<file path="src/rtl/ecdsa_flow_ctrl_pkg.sv">
// Shared types for the ECDSA job sequencer.
//   ecdsa_ctrl_state_t : sequencer FSM states
//   ecdsa_status_t     : result code returned with each job
//   ECDSA_TMO_DEFAULT  : default per-phase timeout in cycles
package ecdsa_flow_ctrl_pkg;

  typedef enum logic [2:0] {
    IDLE,
    LAUNCH,
    WAIT_KS,
    VLAUNCH,
    WAIT_VER,
    RESPOND
  } ecdsa_ctrl_state_t;

  typedef enum logic [1:0] {
    SIG_OK      = 2'b00,
    SIG_BAD     = 2'b01,
    TIMEOUT_KS  = 2'b10,
    TIMEOUT_VER = 2'b11
  } ecdsa_status_t;

  localparam logic [23:0] ECDSA_TMO_DEFAULT = 24'hFFFFFF;

endpackage

</file>
<file path="src/rtl/ecdsa_phase_timer.sv">
// Saturating phase timer for the ECDSA sequencer.
//   clk, rst   : clock, async active-high reset
//   clear_i    : zero the count (wins over enable)
//   enable_i   : count one cycle
//   expired_o  : high once enable_i has been seen TMO_CYC times since clear
module ecdsa_phase_timer #(
  parameter int               TMO_W   = 24,
  parameter logic [TMO_W-1:0] TMO_CYC = '1
) (
  input  logic clk,
  input  logic rst,
  input  logic clear_i,
  input  logic enable_i,
  output logic expired_o
);

  logic [TMO_W-1:0] cnt_q, cnt_d;

  always_comb begin
    cnt_d = cnt_q;
    if (clear_i)                    cnt_d = '0;
    else if (enable_i && ~&cnt_q)   cnt_d = cnt_q + 1'b1;
  end

  always_ff @(posedge clk or posedge rst) begin
    if (rst) cnt_q <= '0;
    else     cnt_q <= cnt_d;
  end

  // The count reads k-1 during the k-th enabled cycle, so this flags the
  // TMO_CYC-th waiting cycle itself.
  assign expired_o = (cnt_q >= TMO_CYC - TMO_W'(1));

endmodule

</file>
<file path="src/rtl/ecdsa_flow_ctrl.sv">
// Job sequencer for the ECDSA datapath (gen_point, ecdsa_sign, ecdsa_verify).
// Accepts one job via req_valid/req_ready, launches pubkey generation and
// signing together, then verification, then holds a status until taken.
//   clk, Reset                 : clock, async active-high reset
//   req_*                      : job request handshake and payload
//   job_message, job_priv_key  : latched job, stable from accept to next accept
//   gen/sign/verify_start      : one-cycle start pulses
//   gen/sign/verify_done       : level dones; only rising edges count
//   verify_invalid             : sampled in the verify_done edge cycle
//   rsp_valid/ready/status     : result handshake, status is ecdsa_status_t
//   busy                       : high outside IDLE
module ecdsa_flow_ctrl
  import ecdsa_flow_ctrl_pkg::*;
#(
  parameter int               MSG_W   = 96,
  parameter int               KEY_W   = 256,
  parameter int               TMO_W   = 24,
  parameter logic [TMO_W-1:0] TMO_CYC = TMO_W'(ECDSA_TMO_DEFAULT)
) (
  input  logic             clk,
  input  logic             Reset,
  input  logic             req_valid,
  output logic             req_ready,
  input  logic [MSG_W-1:0] req_message,
  input  logic [KEY_W-1:0] req_priv_key,
  output logic [MSG_W-1:0] job_message,
  output logic [KEY_W-1:0] job_priv_key,
  output logic             gen_start,
  input  logic             gen_done,
  output logic             sign_start,
  input  logic             sign_done,
  output logic             verify_start,
  input  logic             verify_done,
  input  logic             verify_invalid,
  output logic             rsp_valid,
  input  logic             rsp_ready,
  output logic [1:0]       rsp_status,
  output logic             busy
);

  ecdsa_ctrl_state_t state_q, state_d;
  ecdsa_status_t     status_q, status_d;
  logic [MSG_W-1:0]  msg_q, msg_d;
  logic [KEY_W-1:0]  key_q, key_d;
  logic gen_seen_q, gen_seen_d, sign_seen_q, sign_seen_d;
  logic gen_prev_q, sign_prev_q, ver_prev_q;
  logic gen_ev, sign_ev, ver_ev;
  logic gen_all, sign_all;
  logic tmr_clr, tmr_en, tmr_exp;

  // Done levels can be left high by a previous job, so only 0->1 counts.
  assign gen_ev  = gen_done    & ~gen_prev_q;
  assign sign_ev = sign_done   & ~sign_prev_q;
  assign ver_ev  = verify_done & ~ver_prev_q;

  ecdsa_phase_timer #(.TMO_W(TMO_W), .TMO_CYC(TMO_CYC)) u_tmr (
    .clk      (clk),
    .rst      (Reset),
    .clear_i  (tmr_clr),
    .enable_i (tmr_en),
    .expired_o(tmr_exp)
  );

  always_comb begin
    state_d      = state_q;
    status_d     = status_q;
    msg_d        = msg_q;
    key_d        = key_q;
    gen_seen_d   = gen_seen_q;
    sign_seen_d  = sign_seen_q;
    gen_all      = gen_seen_q | gen_ev;
    sign_all     = sign_seen_q | sign_ev;
    req_ready    = 1'b0;
    gen_start    = 1'b0;
    sign_start   = 1'b0;
    verify_start = 1'b0;
    rsp_valid    = 1'b0;
    tmr_clr      = 1'b0;
    tmr_en       = 1'b0;
    case (state_q)
      IDLE: begin
        req_ready = 1'b1;
        if (req_valid) begin
          msg_d   = req_message;
          key_d   = req_priv_key;
          state_d = LAUNCH;
        end
      end
      LAUNCH: begin
        gen_start   = 1'b1;
        sign_start  = 1'b1;
        gen_seen_d  = 1'b0;
        sign_seen_d = 1'b0;
        tmr_clr     = 1'b1;
        state_d     = WAIT_KS;
      end
      WAIT_KS: begin
        tmr_en      = 1'b1;
        gen_seen_d  = gen_all;
        sign_seen_d = sign_all;
        // Completion is checked first so it wins a tie with the timeout.
        if (gen_all && sign_all) begin
          state_d = VLAUNCH;
        end else if (tmr_exp) begin
          status_d = TIMEOUT_KS;
          state_d  = RESPOND;
        end
      end
      VLAUNCH: begin
        verify_start = 1'b1;
        tmr_clr      = 1'b1;
        state_d      = WAIT_VER;
      end
      WAIT_VER: begin
        tmr_en = 1'b1;
        if (ver_ev) begin
          status_d = verify_invalid ? SIG_BAD : SIG_OK;
          state_d  = RESPOND;
        end else if (tmr_exp) begin
          status_d = TIMEOUT_VER;
          state_d  = RESPOND;
        end
      end
      RESPOND: begin
        rsp_valid = 1'b1;
        if (rsp_ready) state_d = IDLE;
      end
      default: state_d = IDLE;
    endcase
  end

  always_ff @(posedge clk or posedge Reset) begin
    if (Reset) begin
      state_q     <= IDLE;
      status_q    <= SIG_OK;
      msg_q       <= '0;
      key_q       <= '0;
      gen_seen_q  <= 1'b0;
      sign_seen_q <= 1'b0;
      gen_prev_q  <= 1'b0;
      sign_prev_q <= 1'b0;
      ver_prev_q  <= 1'b0;
    end else begin
      state_q     <= state_d;
      status_q    <= status_d;
      msg_q       <= msg_d;
      key_q       <= key_d;
      gen_seen_q  <= gen_seen_d;
      sign_seen_q <= sign_seen_d;
      gen_prev_q  <= gen_done;
      sign_prev_q <= sign_done;
      ver_prev_q  <= verify_done;
    end
  end

  assign job_message  = msg_q;
  assign job_priv_key = key_q;
  assign rsp_status   = status_q;
  assign busy         = (state_q != IDLE);

endmodule

</file>
<file path="config.mk">
export PLATFORM = sky130hd
export DESIGN_NAME = ecdsa_flow_ctrl
export DESIGN_NICKNAME = d
export VERILOG_FILES = /design/src/rtl/ecdsa_flow_ctrl_pkg.sv /design/src/rtl/ecdsa_phase_timer.sv /design/src/rtl/ecdsa_flow_ctrl.sv
export SDC_FILE = /design/constraint.sdc
export NUM_CORES = 1
export LEC_CHECK = 0
export CAP_MARGIN = 15
export CORE_AREA = 10 10 271 273
export DETAILED_ROUTE_END_ITERATION = 8
export DIE_AREA = 0 0 281 283
export HOLD_SLACK_MARGIN = 0.03
export SETUP_SLACK_MARGIN = 0.15
export SLEW_MARGIN = 20
export SYNTH_ARGS = -nofsm -noshare
export SYNTH_HDL_FRONTEND = slang
export SYNTH_SLANG_ARGS = --single-unit
</file>
<file path="constraint.sdc">
create_clock -name clk -period 16.1 [get_ports clk]
set_clock_uncertainty 0.15 [all_clocks]
set_input_delay 3.22 -clock clk [delete_from_list [all_inputs] [get_ports clk]]
set_output_delay 3.22 -clock clk [all_outputs]
set_load 0.01 [all_outputs]
</file>
==> flow_metrics.env, run 1 <==
export IMPL_status="completed"
export IMPL_cp_arrival_ns=6.61
export IMPL_htree_num_levels=2
export IMPL_place_congestion=0.833
export IMPL_via_per_inst=4.16
export IMPL_place_hpwl_mm=42.0
export IMPL_synthFlopType="dfrtp_1"
export IMPL_root_buffer="clkbuf_16"
export IMPL_port_buffers=719
export IMPL_layout_drive_gt1_share_pct=23.9
export IMPL_drc=0
export IMPL_die_area_mm2=0.0795
export IMPL_yosys_area_share_adder_pct=0.164
export IMPL_async_reset_ff_share_pct=100
export IMPL_synth_cells=964
export IMPL_antenna_found_initial=11
export IMPL_cts_path_max_buffers=3
export IMPL_relSlewSlack_pct=21.6
export IMPL_start_kind="primary input"
export IMPL_rsz0062_at_grt="no"
export IMPL_synth_nets=1326
export IMPL_synthXorXnorAreaFrac_pct=0.460
export IMPL_end_kind="register"
export IMPL_cts_sinks=386
export IMPL_grt_pass1_vias=12100
export IMPL_synth_edf_count=0
export IMPL_area_growth_pct=61.2
export IMPL_dieWidth_um=281
export IMPL_cp_slowest_cell="buf_4"
export IMPL_final_min_clock_period_ns=6.33
export IMPL_max_freq_ghz=0.158
export IMPL_hold_ws_ns=0.336
export IMPL_maxCapViolCount=0
export IMPL_crit_family="buffers and inverters"
export IMPL_synth_simple_area_share_pct=3.98
export IMPL_synth_seq_cells=386
export IMPL_synth_top_family_by_area="multiplexers"
export IMPL_initial_core_util_pct=22.4
export IMPL_cts_made_buffers=44
export IMPL_path_buf_inv=3
export IMPL_slew_violations=0
export IMPL_grt_ovfl_total=0
export IMPL_total_power_w=0.00484
export IMPL_layout_nets=2047
export IMPL_ant_nets=0
export IMPL_io_pins=720
export IMPL_grt_pass1_wl_mm=80.1
export IMPL_crit_top_cell="buf_4"
export IMPL_drt_iter0_drc=348
export IMPL_cts_tree="built"
export IMPL_wl_mm=54.4
export IMPL_yosysSeqAreaShare_pct=63.4
export IMPL_clkSlewWorstSetupHoldPaths_ns=0.06
export IMPL_path_class="in2reg"
export IMPL_first_pass_iters=6
export IMPL_setup_viol=0
export IMPL_leakagePower_nw=9.84
export IMPL_routedWlPerCell_um=20.9
export IMPL_ir_worst_vdd_v=0.0000879
export IMPL_tns_ns=0
export IMPL_postCtsSetupRepairBufs=0
export IMPL_path_max_fanout=77
export IMPL_grt_use_total_pct=13.1
export IMPL_holdCritPathClass="reg2reg"
export IMPL_vias=10800
export IMPL_grt_max_degree=166
export IMPL_hold_viol_final=0
export IMPL_yosys_warnings=0
export IMPL_fp_dieH_um=283
export IMPL_synthesis_area_mm2=0.0152
export IMPL_period_share_pct=39.3
export IMPL_post_cts_resized=0
export IMPL_critPathMaxStageDelay_ns=0.83
export IMPL_fill_cells=6524
export IMPL_worstPathCellList="clkdlybuf4s50_1, and2_4, buf_4, buf_4, mux2_2"
export IMPL_clock_latency_ns=0.55
export IMPL_powerDensity_mw_per_mm2=197
export IMPL_core_mm2=0.0681
export IMPL_yosys_mux_area_fraction_pct=26.5
export IMPL_synth_compound_area_share_pct=2.44
export IMPL_synth_cell_type_count=55
export IMPL_max_slew_worst_pin_slew_ns=1.18
export IMPL_placementRows=96
export IMPL_post_synth_cell_area_avg_um2=15.8
export IMPL_crit_required_ns=16.38
export IMPL_hold_buffers=0
==> per-stage QoR <==
stage	util [%]	area [um^2]	std cells	setup slack, ns
finish	36.0	24500	2603	9.77
global route	36.0	24500	2603	9.55
CTS	36.0	24500	2595	9.77
detailed placement	34.0	23200	2521	9.17
global placement	34.0	23200	2521	9.24
floorplan	-	15200	964	2.00
==> path summary, 6_finish.rpt <==
check	to	cells past startpoint	slack, ns	startpoint
min in group asynchronous	job_message[23]$_DFFE_PP0P_	2	3.12	Reset
hold reg to reg	job_priv_key[154]$_DFFE_PP0P_	1	0.34	job_priv_key[154]$_DFFE_PP0P_
max in group asynchronous	job_priv_key[46]$_DFFE_PP0P_	4	10.33	Reset
hold / removal	job_priv_key[154]$_DFFE_PP0P_	1	0.34	job_priv_key[154]$_DFFE_PP0P_
setup / recovery	job_priv_key[106]$_DFFE_PP0P_	5	9.77	req_valid
setup reg to reg	job_priv_key[106]$_DFFE_PP0P_	6	11.75	state_q[0]$_DFFE_PP0P_
==> cell families after synthesis <==
logic type      count (synthesis)
fa+ha+maj                       2
buf+inv                        55
simple gates                  107
flops                         386
mux                           359
compound gates                 47
xor+xnor                        8
==> layout by cell type (no fill, tap or decap), types with 5 or more instances in the layout <==
master	synthesis	final
a21oi_1	7	7
a31oi_1	5	5
and3_1	5	5
buf_4	3	7
clkbuf_1	8	11
clkbuf_16	0	45
clkbuf_8	0	6
clkdlybuf4s50_1	0	719
clkinv_2	0	9
dfrtp_1	386	386
diode_2	0	8
mux2_1	28	28
mux2_2	324	324
mux2i_1	7	7
nand2_1	22	22
nand2b_1	6	6
nand3_1	9	9
nand4_1	8	8
nor2_1	17	17
nor2b_1	8	8
nor3_1	6	6
o21ai_0	10	10
xnor2_1	7	7
==> metal layers <==
metal | up-vias | share of wire [%] | GRT usage, %
met3 | 90 | 10 | 5.15
li1 | 4908 | - | -
met4 | 6 | 3.0 | 4.91
met2 | 459 | 52 | 24.0
met5 | - | 0.061 | 0
met1 | 5376 | 35 | 13.2
==> report_power, final <==
group	switching [W]	internal [W]
combinational	0.000851	0.00132
sequential	0.000267	0.00144
clock	0.000397	0.000569
==> worst reg2reg max path: stages (launching register included) <==
cell,delay [ns]
dfrtp_1,0.63
or3_4,0.52
inv_2,0.06
and2_4,0.59
buf_4,0.89
buf_4,0.93
mux2_2,0.45
==> final cells by class <==
type	instances	area (um^2)	area share (%)
Multi-Input combinational cell	523	5110	20.8
Inverter	3	18.8	0.0765
Clock inverter	12	113	0.459
Timing Repair Buffer	727	7270	29.6
Sequential cell	386	9660	39.4
Tap cell	882	1100	4.50
Clock buffer	62	1250	5.09
Antenna cell	8	20.0	0.0816
==> synth_stat cells (2+ instances only) <==
cell	number	area share (%)
nor4b_1	2	0.12
xnor2_1	7	0.40
clkbuf_1	8	0.20
mux2_1	28	2.1
o21ai_0	10	0.33
nand2b_1	6	0.25
o41ai_1	2	0.12
or3_4	2	0.15
nand3_1	9	0.30
mux2_2	324	24
nor4_1	4	0.16
and2_1	5	0.21
o311ai_0	2	0.12
and4_1	4	0.23
dfrtp_1	386	63
inv_1	2	0.049
nor3_1	6	0.20
nor3b_1	2	0.099
nand4_1	8	0.33
mux2i_1	7	0.46
nor2b_1	8	0.33
a2111oi_2	2	0.20
nand2_1	22	0.54
and3_1	5	0.21
buf_2	9	0.30
nor3_2	2	0.13
a41o_1	3	0.20
a31oi_1	5	0.21
o22ai_1	2	0.082
a211oi_1	2	0.099
ha_1	2	0.16
buf_6	31	2.3
buf_4	3	0.15
nor2_1	17	0.42
a21oi_1	7	0.23
==> state kept, by name (all words and copies together), names as in the netlist <==
signal        cells
state_q           3
rsp_status        2
u_tmr.cnt_q      24
sign_seen_q       1
job_message      96
job_priv_key    256
gen_seen_q        1
ver_prev_q        1
sign_prev_q       1
gen_prev_q        1
Power figures use the tool's default switching activity.
==> inputs of run 2 (changes only) <==
Clock period 16.1 ns to 5.9 ns, I/O delays scaled along.
==> run 2 against run 1 <==
Effect of this change:
- hold slack worse by 0.0038 ns
- total power increased to 2.8 times the previous value
- first-iteration DRC count is 3.2% lower
- final cell count is 0.58% higher
- die area did not move
- setup slack worse by 7.9 ns
- design area up 0.98%
- routed wire length down 0.89%
- global-route usage about the same
- clock power rose to 2.9 times the previous value
- via count increased by 0.13%
- register-to-register slack got worse by 9.0 ns
- largest cell class unchanged
- largest power group unchanged
==> flow_metrics.env, run 2 (synthesis results as in run 1) <==
export IMPL_status="completed"
export IMPL_first_pass_iters=4
export IMPL_setup_viol=0
export IMPL_cp_arrival_ns=2.68
export IMPL_drt_iter0_drc=337
export IMPL_slew_violations=0
export IMPL_hold_buffers=0
export IMPL_grt_use_total_pct=13.1
export IMPL_ir_worst_vdd_v=0.000295
export IMPL_core_mm2=0.0681
export IMPL_end_kind="output port"
export IMPL_wl_mm=53.9
export IMPL_cts_sinks=386
export IMPL_dieWidth_um=281
export IMPL_placed_cell_area_mm2=0.0233
export IMPL_cts_made_buffers=46
export IMPL_final_common_cell="clkdlybuf4s50_1"
export IMPL_crit_required_ns=4.57
export IMPL_grt_use_met2_pct=23.8
export IMPL_powerDensity_mw_per_mm2=538
export IMPL_max_freq_ghz=0.250
export IMPL_layout_common_cells="719 x clkdlybuf4s50_1, 386 x dfrtp_1, 324 x mux2_2"
export IMPL_max_slew_worst_pin_slew_ns=0.833
export IMPL_final_min_clock_period_ns=4.01
export IMPL_placementRows=96
export IMPL_fill_cells=6501
export IMPL_layout_drive_gt1_share_pct=24.7
export IMPL_root_buffer="clkbuf_16"
export IMPL_use_met1_pct=13.6
export IMPL_htree_num_levels=2
export IMPL_fp_dieH_um=283
export IMPL_die_area_mm2=0.0795
export IMPL_start_kind="register"
export IMPL_initial_core_util_pct=22.4
export IMPL_holdCritPathClass="reg2reg"
export IMPL_maxCapViolCount=0
export IMPL_postCtsSetupRepairBufs=0
export IMPL_port_buffers=719
export IMPL_hold_viol_final=0
export IMPL_area_growth_pct=62.7
export IMPL_place_hpwl_mm=41.9
export IMPL_antenna_found_initial=7
export IMPL_grt_pass1_wl_mm=80.6
export IMPL_ant_nets=0
export IMPL_busiest_layer="met2"
export IMPL_tns_ns=0
export IMPL_grt_max_degree=117
export IMPL_via_per_inst=4.15
export IMPL_path_max_fanout=24
export IMPL_grt_pass1_vias=12200
export IMPL_cts_tree="built"
export IMPL_total_power_w=0.0133
export IMPL_clkSlewWorstSetupHoldPaths_ns=0.06
export IMPL_vias=10900
export IMPL_cts_path_max_buffers=3
export IMPL_largest_register_ffs=256
export IMPL_post_cts_resized=0
export IMPL_path_class="reg2out"
export IMPL_final_area_mm2=0.0248
export IMPL_drc=0
export IMPL_register_area_mm2=0.00966
export IMPL_clock_latency_ns=0.55
export IMPL_place_congestion=0.823
export IMPL_leakagePower_nw=9.96
export IMPL_io_pins=720
export IMPL_grt_ovfl_total=0
export IMPL_period_share_pct=67.9
export IMPL_rsz0062_at_grt="no"
export IMPL_routedWlPerCell_um=20.6
export IMPL_layout_nets=2059
export IMPL_multi_input_area_mm2=0.00511
export IMPL_relSlewSlack_pct=43.9
export IMPL_met3_usage_pct=5.26
run 2: cell types whose count changed in the layout (fill, tap and decap cells not counted), moves of 3 or more:
cell | before | now
buf_4 | 7 | 12
clkbuf_8 | 6 | 12
buf_12 | 1 | 6
inv_6 | 0 | 3
run 2: report_power, final:
part	leakage (nW)	total, W	internal, W	switching (W)
Clock	0.734	0.00276	0.00165	0.00111
Sequential	4.61	0.00467	0.00393	0.000737
Combinational	4.62	0.00592	0.00361	0.00230
Total	9.96	0.0133	0.00920	0.00415
run 2: worst max-delay path, stage by stage, from the launching register on:
cell and delay, ns:
dfrtp_1 0.76, nand2b_1 0.53, nor2_1 0.25, clkdlybuf4s50_1 0.57
run 2: metrics by stage:
step / hold WS (ns) / instances / setup WS [ns] / util, %
after floorplan: 0.309 / 964 / -0.620 / -
after global placement: 0.317 / 2531 / 2.19 / 34.2
after detailed placement: 0.326 / 2531 / 2.13 / 34.2
after CTS: 0.340 / 2612 / 1.79 / 36.4
after global routing: 0.354 / 2618 / 1.61 / 36.4
final: 0.332 / 2618 / 1.89 / 36.4
run 2: layout make-up:
type / count / area share (%)
tap: 882 / 4.45
sequential: 386 / 39.0
clock buffer: 70 / 5.58
multi-input combinational: 523 / 20.6
inverter: 3 / 0.0606
clock inverter: 11 / 0.369
timing repair buffer: 737 / 29.9
antenna: 6 / 0.0606
run 2: final timing paths:
kind | startpoint | endpoint | slack [ns] | depth (start not counted)
max in group asynchronous | Reset | job_message[25]$_DFFE_PP0P_ | 3.37 | 4
setup / recovery | state_q[0]$_DFFE_PP0P_ | gen_start | 1.89 | 3
hold reg to reg | job_priv_key[156]$_DFFE_PP0P_ | job_priv_key[156]$_DFFE_PP0P_ | 0.33 | 1
min in group asynchronous | Reset | job_priv_key[255]$_DFFE_PP0P_ | 0.91 | 2
setup reg to reg | state_q[0]$_DFFE_PP0P_ | job_message[9]$_DFFE_PP0P_ | 2.74 | 5
hold / removal | job_priv_key[156]$_DFFE_PP0P_ | job_priv_key[156]$_DFFE_PP0P_ | 0.33 | 1
run 2: per-layer routing:
metal  wire, um  part of all wire [%]
met4       1260                   2.3
met2      28000                    52
met1      19300                    36
met3       5410                    10
met5         13                 0.024
==> inputs of run 3 (changes only) <==
Clock period 5.9 ns to 3.9 ns, I/O delays scaled along.
==> run 3 against run 2 <==
Effect of this change:
- setup slack got worse by 1.4 ns
- die area unchanged
- sequential power increased by 51%
- sequential cell count unchanged
- critical endpoint is now sign_start
- combinational power increased by 54%
- clock-buffer cell count decreased by 1
- non-clock buffer count increased by 19
- largest cell class unchanged
- total power increased by 53%
- clock power increased by 54%
- via count increased by 2.0%
- final cell count increased by 0.84%
- first-iteration DRC count increased by 13%
==> flow_metrics.env, run 3 (synthesis results as in run 1) <==
export IMPL_status="completed"
export IMPL_cp_arrival_ns=2.46
export IMPL_vias=11100
export IMPL_crit_required_ns=2.97
export IMPL_layout_nets=2079
export IMPL_ff2ff_path_depth=6
export IMPL_root_buffer="clkbuf_16"
export IMPL_leakagePower_nw=10.1
export IMPL_path_buf_inv=1
export IMPL_ir_worst_vdd_v=0.000524
export IMPL_worstPathCellList="nand2b_1, nor2_1, clkdlybuf4s50_1"
export IMPL_wl_mm=54.8
export IMPL_period_share_pct=87.0
export IMPL_grt_ovfl_total=0
export IMPL_postCtsSetupRepairBufs=0
export IMPL_layout_drive_gt1_share_pct=25.4
export IMPL_end_kind="output port"
export IMPL_instances_no_fill=2640
export IMPL_crit_family="simple AND/OR/NAND/NOR gates"
export IMPL_slew_violations=0
export IMPL_place_congestion=0.856
export IMPL_clock_latency_ns=0.55
export IMPL_min_from="job_priv_key[154]$_DFFE_PP0P_"
export IMPL_cts_made_buffers=47
export IMPL_io_pins=720
export IMPL_placementRows=96
export IMPL_cts_tree="built"
export IMPL_cts_path_max_buffers=3
export IMPL_multi_input_area_mm2=0.00511
export IMPL_maxCapViolCount=0
export IMPL_antenna_found_initial=8
export IMPL_hold_buffers=0
export IMPL_initial_core_util_pct=22.4
export IMPL_path_class="reg2out"
export IMPL_dieWidth_um=281
export IMPL_r2r_setup_slack_ns=1.16
export IMPL_place_ws_ns=0.919
export IMPL_grt_max_degree=100
export IMPL_grt_pass1_wl_mm=81.7
export IMPL_hold_ws_ns=0.334
export IMPL_rsz0062_at_grt="no"
export IMPL_max_freq_ghz=0.295
export IMPL_post_cts_resized=0
export IMPL_ant_nets=0
export IMPL_core_mm2=0.0681
export IMPL_largest_register_ffs=256
export IMPL_hold_viol_final=0
export IMPL_clkSlewWorstSetupHoldPaths_ns=0.06
export IMPL_cts_sinks=386
export IMPL_port_buffers=719
export IMPL_drc=0
export IMPL_max_slew_worst_pin_slew_ns=0.788
export IMPL_setup_slack_ns=0.508
export IMPL_timing_rr_start="state_q[1]$_DFFE_PP0P_"
export IMPL_start_kind="register"
export IMPL_holdPathEnd="job_priv_key[154]$_DFFE_PP0P_"
export IMPL_die_area_mm2=0.0795
export IMPL_fp_dieH_um=283
export IMPL_setup_viol=0
export IMPL_path_max_fanout=16
export IMPL_place_hpwl_mm=43.1
export IMPL_layout_common_cells="719 x clkdlybuf4s50_1, 386 x dfrtp_1, 324 x mux2_2"
export IMPL_critPathMaxStageDelay_ns=0.57
export IMPL_grt_use_total_pct=13.3
export IMPL_fill_cells=6520
export IMPL_routedWlPerCell_um=20.8
export IMPL_total_power_w=0.0204
export IMPL_area_growth_pct=64.1
export IMPL_htree_num_levels=2
export IMPL_register_area_mm2=0.00966
export IMPL_relSlewSlack_pct=47.0
export IMPL_grt_pass1_vias=12300
export IMPL_dpl_cell_count=2550
export IMPL_via_per_inst=4.19
export IMPL_powerDensity_mw_per_mm2=817
export IMPL_drt_iter0_drc=380
export IMPL_cp_slowest_cell="dfrtp_1"
export IMPL_final_common_cell="clkdlybuf4s50_1"
export IMPL_final_min_clock_period_ns=3.39
export IMPL_crit_start="state_q[0]$_DFFE_PP0P_"
export IMPL_first_pass_iters=4
export IMPL_r2r_end="job_message[21]$_DFFE_PP0P_"
export IMPL_holdPathStages=1
export IMPL_holdCritPathClass="reg2reg"
==> run 3: changes by cell type in the layout (fill, tap and decap cells not counted) <==
cell        previous run  this run
buf_4                 12        28
buf_12                 6         9
clkbuf_8              12         9
bufinv_16              1         3
clkbuf_1              11        13
diode_2                6         8
clkinvlp_4             1         2
inv_6                  3         2
==> run 3: worst register-to-register path, delay by kind of cell, from the launching register on <==
family / cells / cell delay, ns
DFF: 1 / 0.57
muxes: 1 / 0.39
and+or+nand+nor: 2 / 0.80
buffers and inverters: 3 / 0.72
==> run 3: per-stage QoR <==
step	utilization (%)	instance area [um^2]	setup TNS, ns
final	36.7	25000	0
after global placement	34.5	23500	0
after global routing	36.7	25000	0
after CTS	36.7	25000	0
after floorplan	-	15200	-856.90
after detailed placement	34.5	23500	0
==> run 3: metal layers <==
layer  wire (um)  track usage, %  up-vias
met3        5430            5.33       78
li1            -               -     4964
met5           0               0        -
met4        1640            4.84        0
met2       28100            23.9      462
met1       19700            13.7     5565
==> run 3: area by class of cell <==
type                       instances  area share (%)
inverter                           3          0.0601
clock inverter                    13           0.601
clock buffer                      69            5.40
sequential                       386            38.6
tap                              882            4.42
multi-input combinational        523            20.4
timing repair buffer             756            30.4
antenna                            8          0.0801
==> run 3: report_power, final <==
| part | switching [W] | internal [W] |
|---|---|---|
| Combinational | 0.00357 | 0.00554 |
| Sequential | 0.00110 | 0.00595 |
| Clock | 0.00167 | 0.00258 |
==> run 3: worst max-delay path by stage <==
stage / slack, ns / end / cells past startpoint
global placement: 0.98 / job_message[43]$_DFFE_PP0P_ / 5
CTS: 0.42 / sign_start / 3
floorplan: -2.22 / gen_prev_q$_DFF_PP0_ / 1
detailed placement: 0.92 / job_message[21]$_DFFE_PP0P_ / 5
finish: 0.51 / sign_start / 3
global route: 0.31 / gen_start / 3
